### src/rtl/regfile_pkg.sv
// Shared register-bank definitions for the write-back path.
// The write request struct pairs a destination register with its data.
package regfile_pkg;

  localparam int REG_ADDR_W = 5;
  localparam int REG_DATA_W = 32;
  localparam int REG_COUNT  = 32;

  typedef struct packed {
    logic [REG_ADDR_W-1:0] addr;
    logic [REG_DATA_W-1:0] data;
  } wb_req_t;

endpackage

### src/rtl/wb_fwd_match.sv
// Priority match of one read address against an age-ordered list of pending writes.
// Slot 0 is the oldest entry and slot N-1 the youngest; the youngest valid match wins.
module wb_fwd_match
  import regfile_pkg::*;
#(
  parameter int N = 5
) (
  input  logic [REG_ADDR_W-1:0] ra,
  input  wb_req_t [N-1:0]       slots,
  input  logic [N-1:0]          slot_valid,
  output logic                  hit,
  output logic [REG_DATA_W-1:0] data
);

  // Ascending scan so a later (younger) match overrides an earlier one.
  always_comb begin
    hit  = 1'b0;
    data = '0;
    for (int i = 0; i < N; i++) begin
      if (slot_valid[i] && (slots[i].addr == ra)) begin
        hit  = 1'b1;
        data = slots[i].data;
      end
    end
  end

endmodule

### src/rtl/regfile_wb_buffer.sv
// In-order write-back buffer feeding the register bank write port, one write per cycle,
// with read-address forwarding of writes that have not yet landed in the bank.
module regfile_wb_buffer
  import regfile_pkg::*;
#(
  parameter int DATA_W = REG_DATA_W,
  parameter int ADDR_W = REG_ADDR_W,
  parameter int DEPTH  = 4
) (
  input  logic                    clk,
  input  logic                    rst,
  input  logic                    in_valid,
  output logic                    in_ready,
  input  logic [ADDR_W-1:0]       in_addr,
  input  logic [DATA_W-1:0]       in_data,
  input  logic                    drain_hold,
  output logic                    wr_en,
  output logic [ADDR_W-1:0]       wr_addr,
  output logic [DATA_W-1:0]       wr_data,
  input  logic [ADDR_W-1:0]       ra1,
  input  logic [ADDR_W-1:0]       ra2,
  output logic                    fwd1_hit,
  output logic [DATA_W-1:0]       fwd1_data,
  output logic                    fwd2_hit,
  output logic [DATA_W-1:0]       fwd2_data,
  output logic [$clog2(DEPTH):0]  count,
  output logic                    empty,
  output logic                    full
);

  localparam int PTR_W = $clog2(DEPTH);
  localparam int CNT_W = PTR_W + 1;
  localparam int NSLOT = DEPTH + 1;

  wb_req_t            mem_q [DEPTH];
  wb_req_t            mem_d [DEPTH];
  logic [PTR_W-1:0]   head_q, head_d;
  logic [PTR_W-1:0]   tail_q, tail_d;
  logic [CNT_W-1:0]   count_q, count_d;
  logic               wr_en_q, wr_en_d;
  logic [ADDR_W-1:0]  wr_addr_q, wr_addr_d;
  logic [DATA_W-1:0]  wr_data_q, wr_data_d;

  logic               push;
  logic               pop;
  wb_req_t            push_req;
  wb_req_t [NSLOT-1:0] slots;
  logic [NSLOT-1:0]   slot_valid;

  assign empty    = (count_q == '0);
  assign full     = (count_q == CNT_W'(DEPTH));
  // Ready depends only on registered occupancy, never on a same-cycle pop.
  assign in_ready = !full && !rst;
  assign count    = count_q;
  assign wr_en    = wr_en_q;
  assign wr_addr  = wr_addr_q;
  assign wr_data  = wr_data_q;

  assign push          = in_valid && in_ready;
  assign pop           = !empty && !drain_hold;
  assign push_req.addr = in_addr;
  assign push_req.data = in_data;

  always_comb begin
    mem_d     = mem_q;
    head_d    = head_q;
    tail_d    = tail_q;
    wr_en_d   = 1'b0;
    wr_addr_d = wr_addr_q;
    wr_data_d = wr_data_q;
    if (push) begin
      mem_d[tail_q] = push_req;
      tail_d        = tail_q + 1'b1;
    end
    if (pop) begin
      head_d    = head_q + 1'b1;
      wr_en_d   = 1'b1;
      wr_addr_d = mem_q[head_q].addr;
      wr_data_d = mem_q[head_q].data;
    end
    count_d = count_q + CNT_W'(push) - CNT_W'(pop);
  end

  always_ff @(posedge clk) begin
    if (rst) begin
      head_q    <= '0;
      tail_q    <= '0;
      count_q   <= '0;
      wr_en_q   <= 1'b0;
      wr_addr_q <= '0;
      wr_data_q <= '0;
    end else begin
      head_q    <= head_d;
      tail_q    <= tail_d;
      count_q   <= count_d;
      wr_en_q   <= wr_en_d;
      wr_addr_q <= wr_addr_d;
      wr_data_q <= wr_data_d;
    end
  end

  // Storage needs no reset: occupancy alone decides which entries are live.
  always_ff @(posedge clk) begin
    mem_q <= mem_d;
  end

  // Age-ordered search list: output register first, then FIFO from head to tail.
  always_comb begin
    slots[0].addr = wr_addr_q;
    slots[0].data = wr_data_q;
    slot_valid[0] = wr_en_q;
    for (int k = 0; k < DEPTH; k++) begin
      slots[k+1]      = mem_q[head_q + PTR_W'(k)];
      slot_valid[k+1] = (CNT_W'(k) < count_q);
    end
  end

  wb_fwd_match #(.N(NSLOT)) u_fwd1 (
    .ra         (ra1),
    .slots      (slots),
    .slot_valid (slot_valid),
    .hit        (fwd1_hit),
    .data       (fwd1_data)
  );

  wb_fwd_match #(.N(NSLOT)) u_fwd2 (
    .ra         (ra2),
    .slots      (slots),
    .slot_valid (slot_valid),
    .hit        (fwd2_hit),
    .data       (fwd2_data)
  );

endmodule

### config.mk
export PLATFORM = sky130hd
export DESIGN_NAME = regfile_wb_buffer
export DESIGN_NICKNAME = d
export VERILOG_FILES = /design/src/rtl/regfile_pkg.sv /design/src/rtl/wb_fwd_match.sv /design/src/rtl/regfile_wb_buffer.sv
export SDC_FILE = /design/constraint.sdc
export NUM_CORES = 1
export LEC_CHECK = 0
export CORE_MARGIN = 1.5
export CORE_UTILIZATION = 45
export CTS_BUF_LIST = sky130_fd_sc_hd__clkbuf_16
export DETAILED_ROUTE_END_ITERATION = 8
export GPL_ROUTABILITY_DRIVEN = 0
export HOLD_SLACK_MARGIN = 0.08
export PLACE_DENSITY_LB_ADDON = 0.25
export SYNTH_ARGS = -nofsm -noshare
export SYNTH_HDL_FRONTEND = slang
export SYNTH_HIERARCHICAL = 1
export SYNTH_SLANG_ARGS = --single-unit
### constraint.sdc
create_clock -name clk -period 3.9 [get_ports clk]
set_input_delay 0.39 -clock clk [delete_from_list [all_inputs] [get_ports clk]]
set_output_delay 0.39 -clock clk [all_outputs]
set_load 0.05 [all_outputs]
**Word-level counts from Yosys, hierarchy flattened**

Index checks and enable logic that the tools add are counted.

- Add/sub/neg operators: 6
- Magnitude comparators: 10
- Equal/unequal tests: 11
- Multiplexer cells: 36
- Bitwise gates (word level): 5
- Reduce and logical (&&, ||, !) cells: 19

Operators with widths:

| cell | number |
|---|---|
| 2-to-1 mux 37 bit | 9 |
| 2-to-1 mux 32 bit | 10 |
| binary-select mux 37 bit (select 2 bit) | 4 |
| bitwise mux 148 bit | 1 |
| demux 37 bit (select 2 bit) | 1 |
| equality test 5 bit | 10 |
| greater-or-equal comparator 3 bit (second input constant) | 5 |
| inverter 2 -> 3 bit | 5 |
| logical AND 1 bit | 14 |
| 2-to-1 mux 1 bit | 11 |
| less-than comparator 1 x 3 -> 1 bit (first input constant) | 2 |
| less-than comparator 2 x 3 -> 1 bit (first input constant) | 2 |
| adder 2 x 1 -> 2 bit (second input constant) | 2 |
| adder 2 bit (second input constant) | 2 |
| logical NOT 1 bit | 4 |
| adder 3 x 1 -> 3 bit | 1 |
| equality test 3 bit (second input constant) | 1 |
| logical NOT 3 bit | 1 |
| less-than comparator 3 x 1 -> 1 bit (second input constant) | 1 |
| subtractor 3 x 1 -> 3 bit | 1 |

- Register bits after elaboration: 193
- Output and inout port bits: 110
- Logic and storage cells: 101

**Longest topological paths before layout**

Gate-level depths: netlist of run 1.

- Depth after elaboration: 10
- Mapped depth: 12

**Modules after synthesis**

The synthesis of run 1 kept the hierarchy.

Modules (own cells, without submodules):

| module | times used | cells each | area each (um^2) | sequential area each (um^2) |
|---|---|---|---|---|
| regfile_wb_buffer | 1 | 506 | 9942.0 | 5345.1 |
| wb_fwd_match | 2 | 202 | 1569.0 | 0.0 |

**Worst setup path after synthesis of run 1**

No wires, ideal clock.

- Kind: reg2out
- From: register head_q[0]
- To: output fwd1_data[31]
- Data arrival time: 3279 ps
- Slack: 231 ps
- Stages on the path, launching flop included: 12
- Path through: dfxtp_1 -> buf_6 -> buf_6 -> buf_4 -> buf_2 -> mux4_2 -> xor2_1 -> nor4_2 -> and3_1 -> buf_4 -> a221oi_1 -> o21ai_0

RTL lines:

| item | line | text |
|---|---|---|
| start, declared | regfile_wb_buffer.sv:37 | `logic [PTR_W-1:0] head_q, head_d;` |
| start signal, assigned | regfile_wb_buffer.sv:86 | `head_q <= '0;` |
| start signal, assigned | regfile_wb_buffer.sv:93 | `head_q <= head_d;` |
| end, declared | regfile_wb_buffer.sv:23 | `output logic [DATA_W-1:0] fwd1_data,` |

==> impl_metrics.py, run 1 <==
metrics = {
    "grt": {
        "first_global_vias": 9210,
        "track_usage": 0.243,
        "grt_max_degree": 67,
        "grt_pass1_wl_mm": 55.6,
        "grt_overflow": 0,
        "antenna_found_initial": 0,
    },
    "timing": {
        "worst_pin_slew_ns": 0.908,
        "slew_headroom": 0.395,
        "min_period_over_period": 0.978,
        "fmax_mhz": 262,
        "whs_ns": 0.535,
        "tns_ns": 0,
        "period_minus_slack_ns": 3.82,
        "finalHoldViolCount": 0,
        "setup_viol": 0,
        "finalClockSkew_ns": 0.00943,
        "fin_ws_ns": 0.0846,
        "drv_slew": 0,
    },
    "floorplan": {
        "die-area_mm2": 0.0301,
        "rows": 62,
        "ios": 161,
        "fp.dieW_um": 173,
        "initial_core_util": 0.457,
        "die-height_um": 173,
        "core_area_mm2": 0.0286,
    },
    "cts": {
        "clk_pin_slew_ns": 0.07,
        "cts_hold_buf": 0,
        "clock_latency_ns": 0.44,
        "cts_tree": "built",
        "clockBufferDepth": 2,
        "root_buffer": "clkbuf_16",
        "cts_made_buffers": 17,
        "cts.sinks": 193,
        "htree_levels": 4,
    },
    "worst_setup_path": {
        "reg2regPathDepth": 5,
        "critPathLaunchType": "register",
        "path_class": "reg2out",
        "reg2reg_setup_slack_ns": 1.44,
        "regToRegEndpoint": "wr_data[13]",
        "reg2reg_from": "head_q[0]",
        "cp.required_ns": 3.51,
        "crit_path_end_kind": "output port",
        "worstPathMaxFanout": 13,
        "arrival_ns": 3.43,
    },
    "drt": {
        "dr.pass1.iters": 5,
        "wl_mm": 36.7,
        "drc": 0,
        "drt-vias-per-instance": 6.69,
        "via_count": 9520,
        "drt-initial-drc-count": 1006,
        "postRouteAntennaNets": 0,
        "wl_per_cell_um": 25.8,
    },
    "min_path": {
        "hp-start": "tail_q[0]",
        "min_to": "tail_q[0]",
        "worstHoldPathType": "reg2reg",
        "holdPathStages": 1,
    },
    "synthesis": {
        "async_flop_share": 0,
        "synth-seq-cells": 193,
        "synth_edf_count": 148,
        "ys_seq_area_frac": 0.409,
        "syn_area_per_cell_um2": 14.4,
        "synthFlopType": "edfxtp_1",
        "syn_area_mm2": 0.0131,
        "syn_nets": 970,
        "synthDistinctLibCells": 48,
        "yosys_warnings": 6,
        "synth_cells": 910,
    },
    "placed_design": {
        "dp_hpwl_mm": 23.8,
        "port_buffers": 160,
        "post-place-ws_ns": 0.263,
        "dpl_cell_area_mm2": 0.0154,
    },
    "cells_and_area": {
        "drive_above_1_share": 0.404,
        "fin_util": 0.571,
        "area_growth_pct": 25.0,
        "finalInstanceArea_mm2": 0.0164,
        "nets": 1085,
        "antenna_cells": 0,
    },
    "power_and_ir_drop": {
        "power_switching_mw": 3.30,
        "p_per_area_mw_per_mm2": 512,
        "comb_power_share": 0.474,
        "p_seq_frac": 0.326,
        "vdd_drop_max_mv": 0.308,
        "p_leak_nw": 5.21,
        "clockPowerShare": 0.200,
        "intPower_mw": 5.07,
        "p_sw_frac": 0.395,
    },
    "run": {
        "cap_viol_max_count": 0,
    },
    "status": {
        "status": "completed",
    },
}
[state kept, by name, indices dropped and copies added (netlist names)]
name / count
mem_q: 148
wr_data: 32
wr_addr: 5
count: 3
head_q: 2
tail_q: 2
wr_en: 1
[cell type report]
type	instances	area, µm²
clock buffers	17	425
well taps	384	480
flip-flops and latches	193	5350
inverters	14	53.8
clock inverters	15	128
repair buffers	232	3020
multi-input cells	567	6890
fillers	2208	12300
[power by group through the flow]
stage | Sequential [mW] | Clock (mW) | Combinational, mW
after floorplan | 2.70 | 0 | 2.89
after global placement | 2.78 | 0 | 3.79
after detailed placement | 2.79 | 0 | 3.81
after CTS | 2.73 | 1.71 | 3.89
after global routing | 2.76 | 1.78 | 4.17
final | 2.73 | 1.67 | 3.97
[per-layer routing]
metal  part of all wire  up-vias  track usage  wire (µm)
met3              0.093       84       0.0421       3410
met1               0.40     4840        0.337      14900
met4              0.030        0       0.0920       1110
li1                   -     4034            -          -
met2               0.47      562        0.385      17300
met5                  0        -            0          0
[cell usage in the layout (no fill, tap or decap), types with 4 or more instances in the layout]
master | netlist | layout
mux4_2 | 148 | 148
edfxtp_1 | 148 | 148
clkdlybuf4s50_1 | 0 | 94
buf_12 | 0 | 81
o21ai_0 | 65 | 64
a22oi_1 | 62 | 62
a221oi_2 | 60 | 60
o21ai_1 | 60 | 55
buf_4 | 65 | 50
dfxtp_1 | 45 | 43
xor2_1 | 41 | 41
a22o_1 | 37 | 37
clkbuf_16 | 0 | 17
inv_1 | 13 | 13
xnor2_1 | 10 | 10
ha_1 | 8 | 8
nor4_2 | 2 | 8
nor2_4 | 2 | 6
o21ai_2 | 0 | 6
and3_4 | 0 | 6
nand3_1 | 6 | 6
nor2_1 | 7 | 5
nand2_1 | 5 | 5
buf_6 | 19 | 5
and2_2 | 0 | 4
a21oi_1 | 4 | 4
and3_1 | 10 | 4
[worst max path at each step]
stage                          from             to  slack, ns  cells past startpoint
after floorplan           head_q[0]  fwd1_data[31]       0.23                     11
after global placement    head_q[0]  fwd1_data[31]       0.28                      8
after detailed placement  head_q[0]  fwd1_data[31]       0.26                      8
after CTS                 head_q[0]  fwd2_data[16]      0.009                      9
after global routing      head_q[0]   fwd2_data[2]      -0.01                     12
final                     head_q[0]   fwd2_data[3]       0.08                     12
[cell families after synthesis]
group	count (synthesis)	synth area share
flops	193	0.409
xor+xnor	51	0.0341
simple gates	58	0.0290
fa+ha+maj	9	0.00918
compound gates	297	0.185
buf+inv	152	0.0774
mux	150	0.256
[per-stage QoR]
step                      instances  power (mW)
after global routing           1422        8.72
after floorplan                 910        5.59
after CTS                      1406        8.33
after global placement         1365        6.56
final                          1422        8.37
after detailed placement       1365        6.60
[synth_stat cells (all sizes together) (9+ instances only)]
cell | n | share of area
edfxtp | 148 | 0.34
mux4 | 148 | 0.25
o21ai | 125 | 0.048
buf | 122 | 0.068
a221oi | 62 | 0.070
a22oi | 62 | 0.036
dfxtp | 45 | 0.069
xor2 | 41 | 0.027
a22o | 37 | 0.025
clkbuf | 16 | 0.0054
inv | 13 | 0.0037
and3 | 10 | 0.0048
nor4 | 10 | 0.0057
xnor2 | 10 | 0.0067
nor2 | 9 | 0.0037
[repair_timing]
item	4_1_cts	5_1_grt
setup buffers	7	16
gates cloned	2	0
gates resized for setup	15	21
pin swaps	2	8
endpoints found under the setup margin	63	62
[critical path, cell delays in order (launching register included)]
cell     delay (ns)
dfxtp_4        0.43
buf_4          0.21
buf_4          0.13
mux4_2         0.53
xor2_1         0.18
nor4_2         0.32
and3_1         0.42
nor2_4         0.06
buf_12         0.16
buf_12         0.14
o21ai_0        0.07
o21ai_1        0.15
buf_12         0.19
No activity file was read; power rests on OpenSTA's default activity.
==> inputs of run 2 (changes only) <==
--- a/config.mk
+++ b/config.mk
@@ -8,6 +8,7 @@
 export CORE_MARGIN = 1.5
 export CORE_UTILIZATION = 45
 export CTS_BUF_LIST = sky130_fd_sc_hd__clkbuf_16
+export CTS_CLUSTER_SIZE = 8
 export DETAILED_ROUTE_END_ITERATION = 8
 export GPL_ROUTABILITY_DRIVEN = 0
 export HOLD_SLACK_MARGIN = 0.08
==> results of run 2 <==
Same layout as run 1: the final DEF is identical, and so are final timing and power.
